**src/rtl/udp_frame_tx.sv**
```systemverilog
// ---------------------------------------------------------------------------
// udp_frame_tx
//
// Builds one Ethernet/IPv4/UDP frame per accepted request and streams it onto
// a GMII transmit interface: preamble, SFD, 42 header bytes, the UDP payload
// pulled from a byte stream, zero padding up to the 60-byte minimum body, the
// CRC-32 FCS, then an inter-frame gap.
//
// Ports
//   clk          GMII transmit clock, all logic on the rising edge
//   RSTn         asynchronous active-low reset
//   start        frame request, sampled only while idle
//   payload_len  UDP payload length in bytes, sampled with start
//   pay_data     payload byte
//   pay_valid    pay_data valid
//   pay_ready    payload byte is consumed at the end of this cycle
//   busy         high from the accepted start through the end of the gap
//   len_err      one-cycle pulse when a start is rejected for length
//   TX_EN        GMII transmit enable
//   TX_ER        GMII transmit error
//   MAC_Data     GMII transmit byte
//
// Timing: every output is a register. The FSM state names the byte being
// prepared, which appears on MAC_Data one cycle later, so the IDLE cycle that
// accepts start already prepares the first preamble byte. Likewise pay_ready
// is high exactly while the FSM is in PAYLOAD, and the byte consumed in that
// cycle is on MAC_Data in the next one.
// ---------------------------------------------------------------------------
module udp_frame_tx #(
    parameter logic [47:0] SRC_MAC     = 48'h00_12_34_56_78_90,
    parameter logic [47:0] DST_MAC     = 48'h08_1F_71_02_C7_77,
    parameter logic [31:0] SRC_IP      = 32'hC0A8_002C,
    parameter logic [31:0] DST_IP      = 32'hC0A8_0002,
    parameter logic [15:0] SRC_PORT    = 16'd5000,
    parameter logic [15:0] DST_PORT    = 16'd6000,
    parameter int unsigned MAX_PAYLOAD = 1472,
    parameter int unsigned IFG_CYCLES  = 12
) (
    input  logic        clk,
    input  logic        RSTn,
    input  logic        start,
    input  logic [10:0] payload_len,
    input  logic [7:0]  pay_data,
    input  logic        pay_valid,
    output logic        pay_ready,
    output logic        busy,
    output logic        len_err,
    output logic        TX_EN,
    output logic        TX_ER,
    output logic [7:0]  MAC_Data
);

    typedef enum logic [2:0] {
        StIdle,
        StPreamble,
        StSfd,
        StHeader,
        StPayload,
        StPad,
        StFcs,
        StIfg
    } state_e;

    // Reflected CRC-32 (poly 0xEDB88320), one byte, LSB first.
    function automatic logic [31:0] crc32_byte(input logic [31:0] crc, input logic [7:0] d);
        logic [31:0] c;
        c = crc ^ {24'h0, d};
        for (int i = 0; i < 8; i++) begin
            c = c[0] ? ((c >> 1) ^ 32'hEDB8_8320) : (c >> 1);
        end
        return c;
    endfunction

    // IPv4 header checksum; only total_len varies between frames.
    function automatic logic [15:0] ip_csum(input logic [10:0] len);
        logic [31:0] s;
        s = 32'h0000_4500 + 32'(16'd28 + 16'(len)) + 32'h0000_4011
          + 32'(SRC_IP[31:16]) + 32'(SRC_IP[15:0])
          + 32'(DST_IP[31:16]) + 32'(DST_IP[15:0]);
        // Two folds are enough for a sum of seven 16-bit words.
        s = {16'h0, s[15:0]} + {16'h0, s[31:16]};
        s = {16'h0, s[15:0]} + {16'h0, s[31:16]};
        return ~s[15:0];
    endfunction

    state_e       state_q, state_d;
    logic [15:0]  cnt_q, cnt_d;
    logic [10:0]  len_q, len_d;
    logic [15:0]  csum_q, csum_d;
    logic [31:0]  crc_q, crc_d;
    logic         err_q, err_d;

    logic         tx_en_q, tx_en_d;
    logic         tx_er_q, tx_er_d;
    logic [7:0]   data_q, data_d;
    logic         pay_ready_q, pay_ready_d;
    logic         busy_q, busy_d;
    logic         len_err_q, len_err_d;

    logic         start_idle;
    logic         len_ok;
    logic         accept;
    logic [15:0]  total_len;
    logic [15:0]  udp_len;
    logic [335:0] hdr_vec;
    logic [5:0]   hdr_idx;
    logic [7:0]   hdr_byte;
    logic [7:0]   fcs_byte;
    logic [15:0]  pay_last;
    logic [15:0]  pad_last;

    assign start_idle = (state_q == StIdle) && start;
    assign len_ok     = (32'(payload_len) <= MAX_PAYLOAD);
    assign accept     = start_idle && len_ok;

    assign total_len = 16'd28 + 16'(len_q);
    assign udp_len   = 16'd8 + 16'(len_q);

    // Header byte 0 sits in the most significant byte.
    assign hdr_vec = {DST_MAC, SRC_MAC, 16'h0800,
                      8'h45, 8'h00, total_len, 16'h0000, 16'h0000,
                      8'h40, 8'h11, csum_q, SRC_IP, DST_IP,
                      SRC_PORT, DST_PORT, udp_len, 16'h0000};
    assign hdr_idx  = 6'd41 - cnt_q[5:0];
    assign hdr_byte = hdr_vec[{hdr_idx, 3'b000} +: 8];

    // FCS goes out as ~CRC, least significant byte first.
    assign fcs_byte = ~crc_q[{cnt_q[1:0], 3'b000} +: 8];

    // Only meaningful in PAYLOAD (len_q > 0) and PAD (len_q < 18).
    assign pay_last = 16'(len_q) - 16'd1;
    assign pad_last = 16'd17 - 16'(len_q);

    // -----------------------------------------------------------------------
    // State and output registers
    // -----------------------------------------------------------------------
    always_ff @(posedge clk or negedge RSTn) begin
        if (!RSTn) begin
            state_q     <= StIdle;
            cnt_q       <= 16'd0;
            len_q       <= 11'd0;
            csum_q      <= 16'd0;
            crc_q       <= 32'd0;
            err_q       <= 1'b0;
            tx_en_q     <= 1'b0;
            tx_er_q     <= 1'b0;
            data_q      <= 8'h00;
            pay_ready_q <= 1'b0;
            busy_q      <= 1'b0;
            len_err_q   <= 1'b0;
        end else begin
            state_q     <= state_d;
            cnt_q       <= cnt_d;
            len_q       <= len_d;
            csum_q      <= csum_d;
            crc_q       <= crc_d;
            err_q       <= err_d;
            tx_en_q     <= tx_en_d;
            tx_er_q     <= tx_er_d;
            data_q      <= data_d;
            pay_ready_q <= pay_ready_d;
            busy_q      <= busy_d;
            len_err_q   <= len_err_d;
        end
    end

    // -----------------------------------------------------------------------
    // Next-state logic
    // -----------------------------------------------------------------------
    always_comb begin
        state_d = state_q;
        cnt_d   = cnt_q;
        case (state_q)
            StIdle: begin
                if (accept) begin
                    // The accepting cycle prepares preamble byte 0 itself.
                    state_d = StPreamble;
                    cnt_d   = 16'd1;
                end
            end
            StPreamble: begin
                if (cnt_q == 16'd6) begin
                    state_d = StSfd;
                    cnt_d   = 16'd0;
                end else begin
                    cnt_d = cnt_q + 16'd1;
                end
            end
            StSfd: begin
                state_d = StHeader;
                cnt_d   = 16'd0;
            end
            StHeader: begin
                if (cnt_q == 16'd41) begin
                    state_d = (len_q == 11'd0) ? StPad : StPayload;
                    cnt_d   = 16'd0;
                end else begin
                    cnt_d = cnt_q + 16'd1;
                end
            end
            StPayload: begin
                if (cnt_q == pay_last) begin
                    state_d = (len_q < 11'd18) ? StPad : StFcs;
                    cnt_d   = 16'd0;
                end else begin
                    cnt_d = cnt_q + 16'd1;
                end
            end
            StPad: begin
                if (cnt_q == pad_last) begin
                    state_d = StFcs;
                    cnt_d   = 16'd0;
                end else begin
                    cnt_d = cnt_q + 16'd1;
                end
            end
            StFcs: begin
                if (cnt_q == 16'd3) begin
                    state_d = StIfg;
                    cnt_d   = 16'd0;
                end else begin
                    cnt_d = cnt_q + 16'd1;
                end
            end
            StIfg: begin
                // One extra cycle here: the last FCS byte is still on the bus
                // during the first IFG cycle.
                if (cnt_q == 16'(IFG_CYCLES)) begin
                    state_d = StIdle;
                    cnt_d   = 16'd0;
                end else begin
                    cnt_d = cnt_q + 16'd1;
                end
            end
            default: begin
                state_d = StIdle;
                cnt_d   = 16'd0;
            end
        endcase
    end

    // -----------------------------------------------------------------------
    // Output logic: next values of the output registers
    // -----------------------------------------------------------------------
    always_comb begin
        tx_en_d     = 1'b0;
        tx_er_d     = 1'b0;
        data_d      = 8'h00;
        err_d       = err_q;
        pay_ready_d = (state_d == StPayload);
        busy_d      = (state_d != StIdle);
        len_err_d   = start_idle && !len_ok;
        case (state_q)
            StIdle: begin
                if (accept) begin
                    tx_en_d = 1'b1;
                    data_d  = 8'h55;
                    err_d   = 1'b0;
                end
            end
            StPreamble: begin
                tx_en_d = 1'b1;
                data_d  = 8'h55;
            end
            StSfd: begin
                tx_en_d = 1'b1;
                data_d  = 8'hD5;
            end
            StHeader: begin
                tx_en_d = 1'b1;
                data_d  = hdr_byte;
            end
            StPayload: begin
                tx_en_d = 1'b1;
                data_d  = pay_data;
                // A missing byte poisons the rest of the frame.
                if (!pay_valid) begin
                    err_d = 1'b1;
                end
            end
            StPad: begin
                tx_en_d = 1'b1;
            end
            StFcs: begin
                tx_en_d = 1'b1;
                data_d  = fcs_byte;
            end
            default: ;
        endcase
        if (tx_en_d && err_d) begin
            tx_er_d = 1'b1;
            data_d  = 8'h00;
        end
    end

    // -----------------------------------------------------------------------
    // Per-frame datapath: latched length, IP checksum, running CRC
    // -----------------------------------------------------------------------
    always_comb begin
        len_d  = len_q;
        csum_d = csum_q;
        crc_d  = crc_q;
        if (accept) begin
            len_d  = payload_len;
            csum_d = ip_csum(payload_len);
            crc_d  = 32'hFFFF_FFFF;
        end else if (state_q inside {StHeader, StPayload, StPad}) begin
            crc_d = crc32_byte(crc_q, data_d);
        end
    end

    assign TX_EN     = tx_en_q;
    assign TX_ER     = tx_er_q;
    assign MAC_Data  = data_q;
    assign pay_ready = pay_ready_q;
    assign busy      = busy_q;
    assign len_err   = len_err_q;

endmodule

```
**config.mk**
```make
export PLATFORM = sky130hd
export DESIGN_NAME = udp_frame_tx
export DESIGN_NICKNAME = d
export VERILOG_FILES = /design/src/rtl/udp_frame_tx.sv
export SDC_FILE = /design/constraint.sdc
export NUM_CORES = 1
export LEC_CHECK = 0
export ABC_AREA = 1
export CAP_MARGIN = 20
export CORE_ASPECT_RATIO = 0.8
export CORE_MARGIN = 2
export CORE_UTILIZATION = 45
export DETAILED_ROUTE_END_ITERATION = 8
export GPL_ROUTABILITY_DRIVEN = 0
export SETUP_SLACK_MARGIN = 0.3
export SLEW_MARGIN = 5
export SYNTH_ARGS = -nofsm -noshare
export SYNTH_HDL_FRONTEND = slang
export SYNTH_SLANG_ARGS = --single-unit
```
**constraint.sdc**
```tcl
create_clock -name clk -period 5.1 [get_ports clk]
set_input_delay 1.02 -clock clk [delete_from_list [all_inputs] [get_ports clk]]
set_output_delay 1.02 -clock clk [all_outputs]
set_load 0.05 [all_outputs]
```
==> run summary <==
R2R depth: 22
simple logic cell fraction of the synthesized area: 0.401
number of global-route vias before repair: 7269
Antenna Cells: 0
CTS tree: done
Post-Synth Adder-Cell Area: 0.0317
FF+latch area: 0.00223 mm2
Hold-fix buffers, CTS: 0
# H-tree levels: 3
Clock Tree Root: clkbuf_16
CTS Sinks: 89
worst path cell trace: inv_2, ha_1, inv_1, nand2_1, nand2_1, nand2_1, a21oi_1, nor2_1, nand2_1, nand3_1, nand2_1, nand2_1, nand2_1, nand2_1, nand2_1, nand2_1, nand2_1, nand2_1, nand3_1, nand3_1, nand2_1, inv_1
post-synth cell types: 49
Max Freq: 247 MHz
Max-Cap Viols: 0
DRT antenna net count: 0
largest stage delay on the critical path: 640 ps
pin count of the biggest net entering global routing: 47
# DRC: 0
Hold Fails Final Rpt: 0
complex-gate fraction of the synthesized area: 0.121
Clk pin slew, worst setup/hold paths: 70 ps
postcts setup bufs: 0
warnings from Yosys: 0
first-pass GRT wire length: 39700 um
register share of total power: 0.446
Die W: 152 um
vias per cell: 5.50
# IOs: 36
Leakage Power: 0.00451 uW
Num CTS Buffers: 9
area of the multi-input gates: 0.00481 mm2
Cell Int Power: 1220 uW
WL met3: 2020 um
sw frac: 0.230
Final #Nets: 1308
initial antenna violation count: 0
pwr dens: 183 mW/mm2
Routed WL per cell: 16.7 um
Resize count post-CTS: 0
RSZ-0062 raised after global routing: false
mux share of post-synthesis cell area: 0
cell row count: 43
hold crit path type: reg2reg
Tmin final: 4050 ps
1st-iter DRT viols: 827
main combinational cell family by area after synthesis: simple AND/OR/NAND/NOR gates
core area: 0.0173 mm2
die area: 0.0186 mm2
most common cell after layout, fill and taps aside: nand2_1
Seq/Total Area, Yosys: 0.282
synthesized instance count: 1255
#FFs+latches synth: 89
most used cell, CP: nand2_1
Net Switching: 364 uW
Clk pwr share: 0.510
total vias in the final route: 8226
r2r endpoint: crc_q[24]$_DFFE_PN0P_
clock buffer depth: 2
worst r2r src: cnt_q[1]$_DFFE_PN0P_
setup TNS: 0 ps
worst hold stages: 2
fin. max-slew vios: 0
required time worst endpoint: 5360 ps
IO buf count: 35
Worst slew margin: 0.374
Die Y: 123 um
period utilization: 0.795
hold endpoint: csum_q[12]$_DFFE_PN0P_
length of routed wiring on met1: 12500 um
xor and xnor area share after synthesis: 0.0556
crit path kind: reg2reg
Worst VDD drop: 0.174 mV
Total Routed Length: 25000 um
CP startpoint: cnt_q[1]$_DFFE_PN0P_
metal2 WL: 10100 um
DR top layer: met4
Area growth, synth to finish: 9.45%
clock skew: 15.4 ps
CP max FO: 20
syn avg cell area: 6.30 um2
outcome: complete, no violations
initial core utilization: 0.458
R2R Setup Slk: 1050 ps
Top FF cell, synth: dfrtp_1
Critical Path Source Type: register
crit end category: register
Synth Cell Area: 0.00791 mm2
Hold Slack: 453 ps
Post-synth ARST share: 1.00
Detail Placement HPWL: 19000 um
worst-skew pair later-pin latency: 370 ps
Logic pwr share: 0.044
fill count: 1785
Synthesized Nets: 1298
worst-path cell with the longest stage delay: dfrtp_1
Setup violations, final: 0
1st-pass router iterations: 6
Least-Margin Pin Slew: 938 ps
Worst EP arrival: 4320 ps
EDFF count, synth: 0
GRT Util Overall: 0.272
most frequent cells in the layout: 408 x nand2_1, 138 x inv_1, 132 x nand3_1
global route overflow: 0
worst min-delay path startpoint: csum_q[12]$_DFFE_PN0P_
fraction of layout cells with a size suffix above 1: 0.0685
kinds of logic after synthesis:
family	after synthesis
adders and majority gates	20
xor gates and xnor gates	48
and+or+nand+nor	732
buffers and inverters	197
AOI/OAI and AO/OA	169
DFF	89
power groups by stage:
stage | registers (uW) | logic, uW | clock network [uW]
floorplan | 719 | 27.8 | 0
global placement | 719 | 71.0 | 0
detailed placement | 719 | 71.1 | 0
CTS | 705 | 71.4 | 822
global route | 705 | 79.2 | 852
finish | 705 | 69.6 | 808
per-stage QoR:
step	cell area (um2)	cells	util	total power, uW	setup WS [ps]
final	8650	1495	0.501	1580	1050
after global routing	8650	1495	0.501	1640	632
after CTS	8650	1495	0.501	1600	1140
after detailed placement	8300	1479	0.481	790	971
after global placement	8300	1479	0.481	790	1030
after floorplan	7910	1255	-	747	2150
critical path, delay by kind of cell (launching register included):
| kind | cells | cell delay [ps] |
|---|---|---|
| buf+inv | 3 | 400 |
| fa+ha+maj | 1 | 300 |
| simple gates | 17 | 2440 |
| compound gates | 1 | 140 |
| flops | 1 | 640 |
Yosys cell counts, types with 6 or more instances:
cell / instances / area share
o21ai_0: 62 / 0.039
a22oi_1: 6 / 0.0057
buf_4: 10 / 0.0095
ha_1: 20 / 0.032
nor2_1: 100 / 0.047
a21oi_1: 48 / 0.030
xnor2_1: 6 / 0.0066
nand2_2: 28 / 0.022
dfrtp_1: 89 / 0.28
o22ai_1: 14 / 0.011
nand3_1: 132 / 0.084
nand2_1: 408 / 0.19
nand4_1: 13 / 0.010
or2_2: 7 / 0.0055
o21ai_1: 10 / 0.0063
xor2_1: 41 / 0.045
nor3_1: 16 / 0.010
clkbuf_1: 10 / 0.0047
buf_6: 9 / 0.013
inv_1: 138 / 0.066
buf_2: 12 / 0.0076
a31oi_1: 9 / 0.0071
inv_2: 14 / 0.0066
worst max-delay path by stage:
stage                     depth (start not counted)               endpoint
after floorplan                                  23  crc_q[15]$_DFFE_PN0P_
after global placement                           22  crc_q[24]$_DFFE_PN0P_
after detailed placement                         20  crc_q[24]$_DFFE_PN0P_
after CTS                                        22  crc_q[24]$_DFFE_PN0P_
after global routing                             22  crc_q[24]$_DFFE_PN0P_
final                                            22  crc_q[24]$_DFFE_PN0P_
state kept, by name, summed over array words and instances, names as in the netlist:
signal and flops:
TX_ER 1, len_err 1, busy 1, len_q 11, err_q 1, cnt_q 16, pay_ready 1, state_q 3
TX_EN 1, csum_q 13, MAC_Data 8, crc_q 32
metal layers:
| metal | up-vias | global-route usage |
|---|---|---|
| met4 | 0 | 0.0643 |
| met5 | - | 0 |
| met2 | 340 | 0.397 |
| li1 | 4061 | - |
| met1 | 3792 | 0.416 |
| met3 | 33 | 0.0459 |
final cells by class:
type	count	share of cell area
multi-input cells	969	0.556
clock inverters	7	0.0145
inverters	155	0.0681
repair buffers	41	0.0454
clock buffers	9	0.0260
flip-flops and latches	89	0.257
well taps	225	0.0325
Power figures use the tool's default switching activity.
==> RTL edit: new RTL, same settings <==
Make the reset (`RSTn`) synchronous in one clocked block. Comments in the files are not updated.
--- a/src/rtl/udp_frame_tx.sv
+++ b/src/rtl/udp_frame_tx.sv
@@ -136,3 +136,3 @@
     // -----------------------------------------------------------------------
-    always_ff @(posedge clk or negedge RSTn) begin
+    always_ff @(posedge clk) begin
         if (!RSTn) begin
Behaviour: differs if RSTn is asserted again (counterexample within 4 cycles, from zero or initial values and one cycle with RSTn low); with RSTn held inactive, the same outputs for 10 cycles.
==> RTL edit against the original RTL <==
  * Count of clock-buffer cells in the layout is 3 higher
  * Synthesized area is 0.14% lower
  * Setup slack better by 0.39 ns
  * Critical path depth stayed put
  * Die area is 0.14% lower
  * Synthesized cell count is 2.5% higher
  * Cell area is 0.17% higher
  * Routed wire length is 1.3% higher
  * Sequential cell count stayed put
  * Final cell count is 2.1% higher
Power is not compared: it rests on default switching activity, and its combinational part moved more than twofold at a synthesized area within 25%.
==> RTL edit: results (changes against the original RTL) <==
stage	metric	value	unit	change
status	status	complete, no violations		unchanged
final_layout	Fill cells	1812		was 1785
drt	met1 WL	12800	µm	was 12500 µm
grt	vias in the first global route	7333		was 7269
clocking	Root Buffer	clkbuf_16		unchanged
synth	ranking of synthesized cells by area	dfxtp_1 23%, nand2_1 16%, nand3_1 8.1%		was dfrtp_1 28%, nand2_1 19%, nand3_1 8.4%
synth	FFs w/ async S/R, synth	0	%	was 100%
critical_path	CP Launch Point	payload_len[0]		was cnt_q[1]$_DFFE_PN0P_
timing	Setup Skew	0.0101	ns	was 0.0154 ns
drt	number of DRC markers in iteration 0	1140		was 827
critical_path	slowest CP cell	clkdlybuf4s50_1		was dfrtp_1
final_layout	share of layout cells above drive strength 1	10.8	%	was 6.85%
critical_path	FF-to-FF Start	cnt_q[0]$_SDFFE_PN0P_		was cnt_q[1]$_DFFE_PN0P_
power	clock network power	804	µW	
timing	Worst Tran Pin Value	0.967	ns	was 0.938 ns
critical_path	worst path arrival time	3.92	ns	was 4.32 ns
critical_path	internal reg-to-reg setup slack	1.48	ns	was 1.05 ns
critical_path	FF-to-FF End	crc_q[3]$_SDFFE_PN0P_		was crc_q[24]$_DFFE_PN0P_
place	I/O Buffers	35		unchanged
synth	Synth top cells by count	332 x nand2_1, 157 x inv_1, 128 x nand3_1		was 408 x nand2_1, 138 x inv_1, 132 x nand3_1
critical_path	crit-path max FO	21		was 20
power	Net Sw Frac	38.3	%	
grt	first-pass GRT wire length	40300	µm	was 39700 µm
drt	routed wl met2	9690	µm	was 10100 µm
synth	sequential share of the synthesized area	22.6	%	was 28.2%
synth	Synth Area in Compound Gates	15.5	%	was 12.1%
grt	largest net degree at the start of global routing	67		was 47
drt	Detail Route met3 WL	2500	µm	was 2020 µm
drt	routed length per instance	16.6	µm	was 16.7 µm
critical_path	Reg2Reg Depth	20		was 22
place	Detailed Place HPWL	19300	µm	was 19000 µm
synth	Primary FF master, synth	dfxtp_1		was dfrtp_1
grt	Global Route Usage Sum	27.2	%	about the same
grt	met1 Resource Use GR	42.5	%	was 41.6%
final_layout	final-stage net count	1340		was 1308
synth	Synth Area in Adders	3.17	%	about the same
hold_path	Hold Path End	csum_q[1]$_SDFFE_PN0P_		was csum_q[12]$_DFFE_PN0P_
grt	initial antenna violation count	0		unchanged
timing	hold slack	0.455	ns	was 0.453 ns
critical_path	Max stage delay on crit path	0.42	ns	was 0.64 ns
grt	GRT met2 Usage	37.3	%	was 39.7%
hold_path	worst hold-check path type	reg2reg		unchanged
drt	routed vias	8347		was 8226
synth	Synth Area in XOR/XNOR	6.45	%	was 5.56%
synth	count of different cell masters after synthesis	49		unchanged
grt	global-route track usage on met3	6.43	%	was 4.59%
critical_path	critical path endpoint	crc_q[29]$_SDFFE_PN0P_		was crc_q[24]$_DFFE_PN0P_
hold_path	hold_sp	csum_q[1]$_SDFFE_PN0P_		was csum_q[12]$_DFFE_PN0P_
[RTL edit: cell types whose count changed after synthesis, moves of 13 or more]
cell	before	now
dfxtp_1	0	89
inv_1	138	157
nand2_2	28	54
a21oi_1	48	70
nand2_1	408	332
o21ai_0	62	75
dfrtp_1	89	0
[RTL edit: area by class of cell]
type                            instances  area, µm²  area share, %
Tap cell                              225        282           3.25
Clock buffer                           12        256           2.96
Inverter                              175        659           7.61
Timing Repair Buffer                   42        398           4.59
Clock inverter                          4       98.8           1.14
Multi-Input combinational cell        980       5190           59.9
Sequential cell                        89       1780           20.6
[RTL edit: through the flow]
step	utilization [%]	area [µm²]	cells	power (µW)	setup slack, ns
after floorplan	-	7890	1287	1450	2.11
after global placement	48.1	8310	1511	1670	1.13
after detailed placement	48.1	8310	1511	1670	1.08
after CTS	50.2	8670	1527	2480	1.46
after global routing	50.2	8670	1527	2630	1.13
final	50.2	8670	1527	2490	1.44
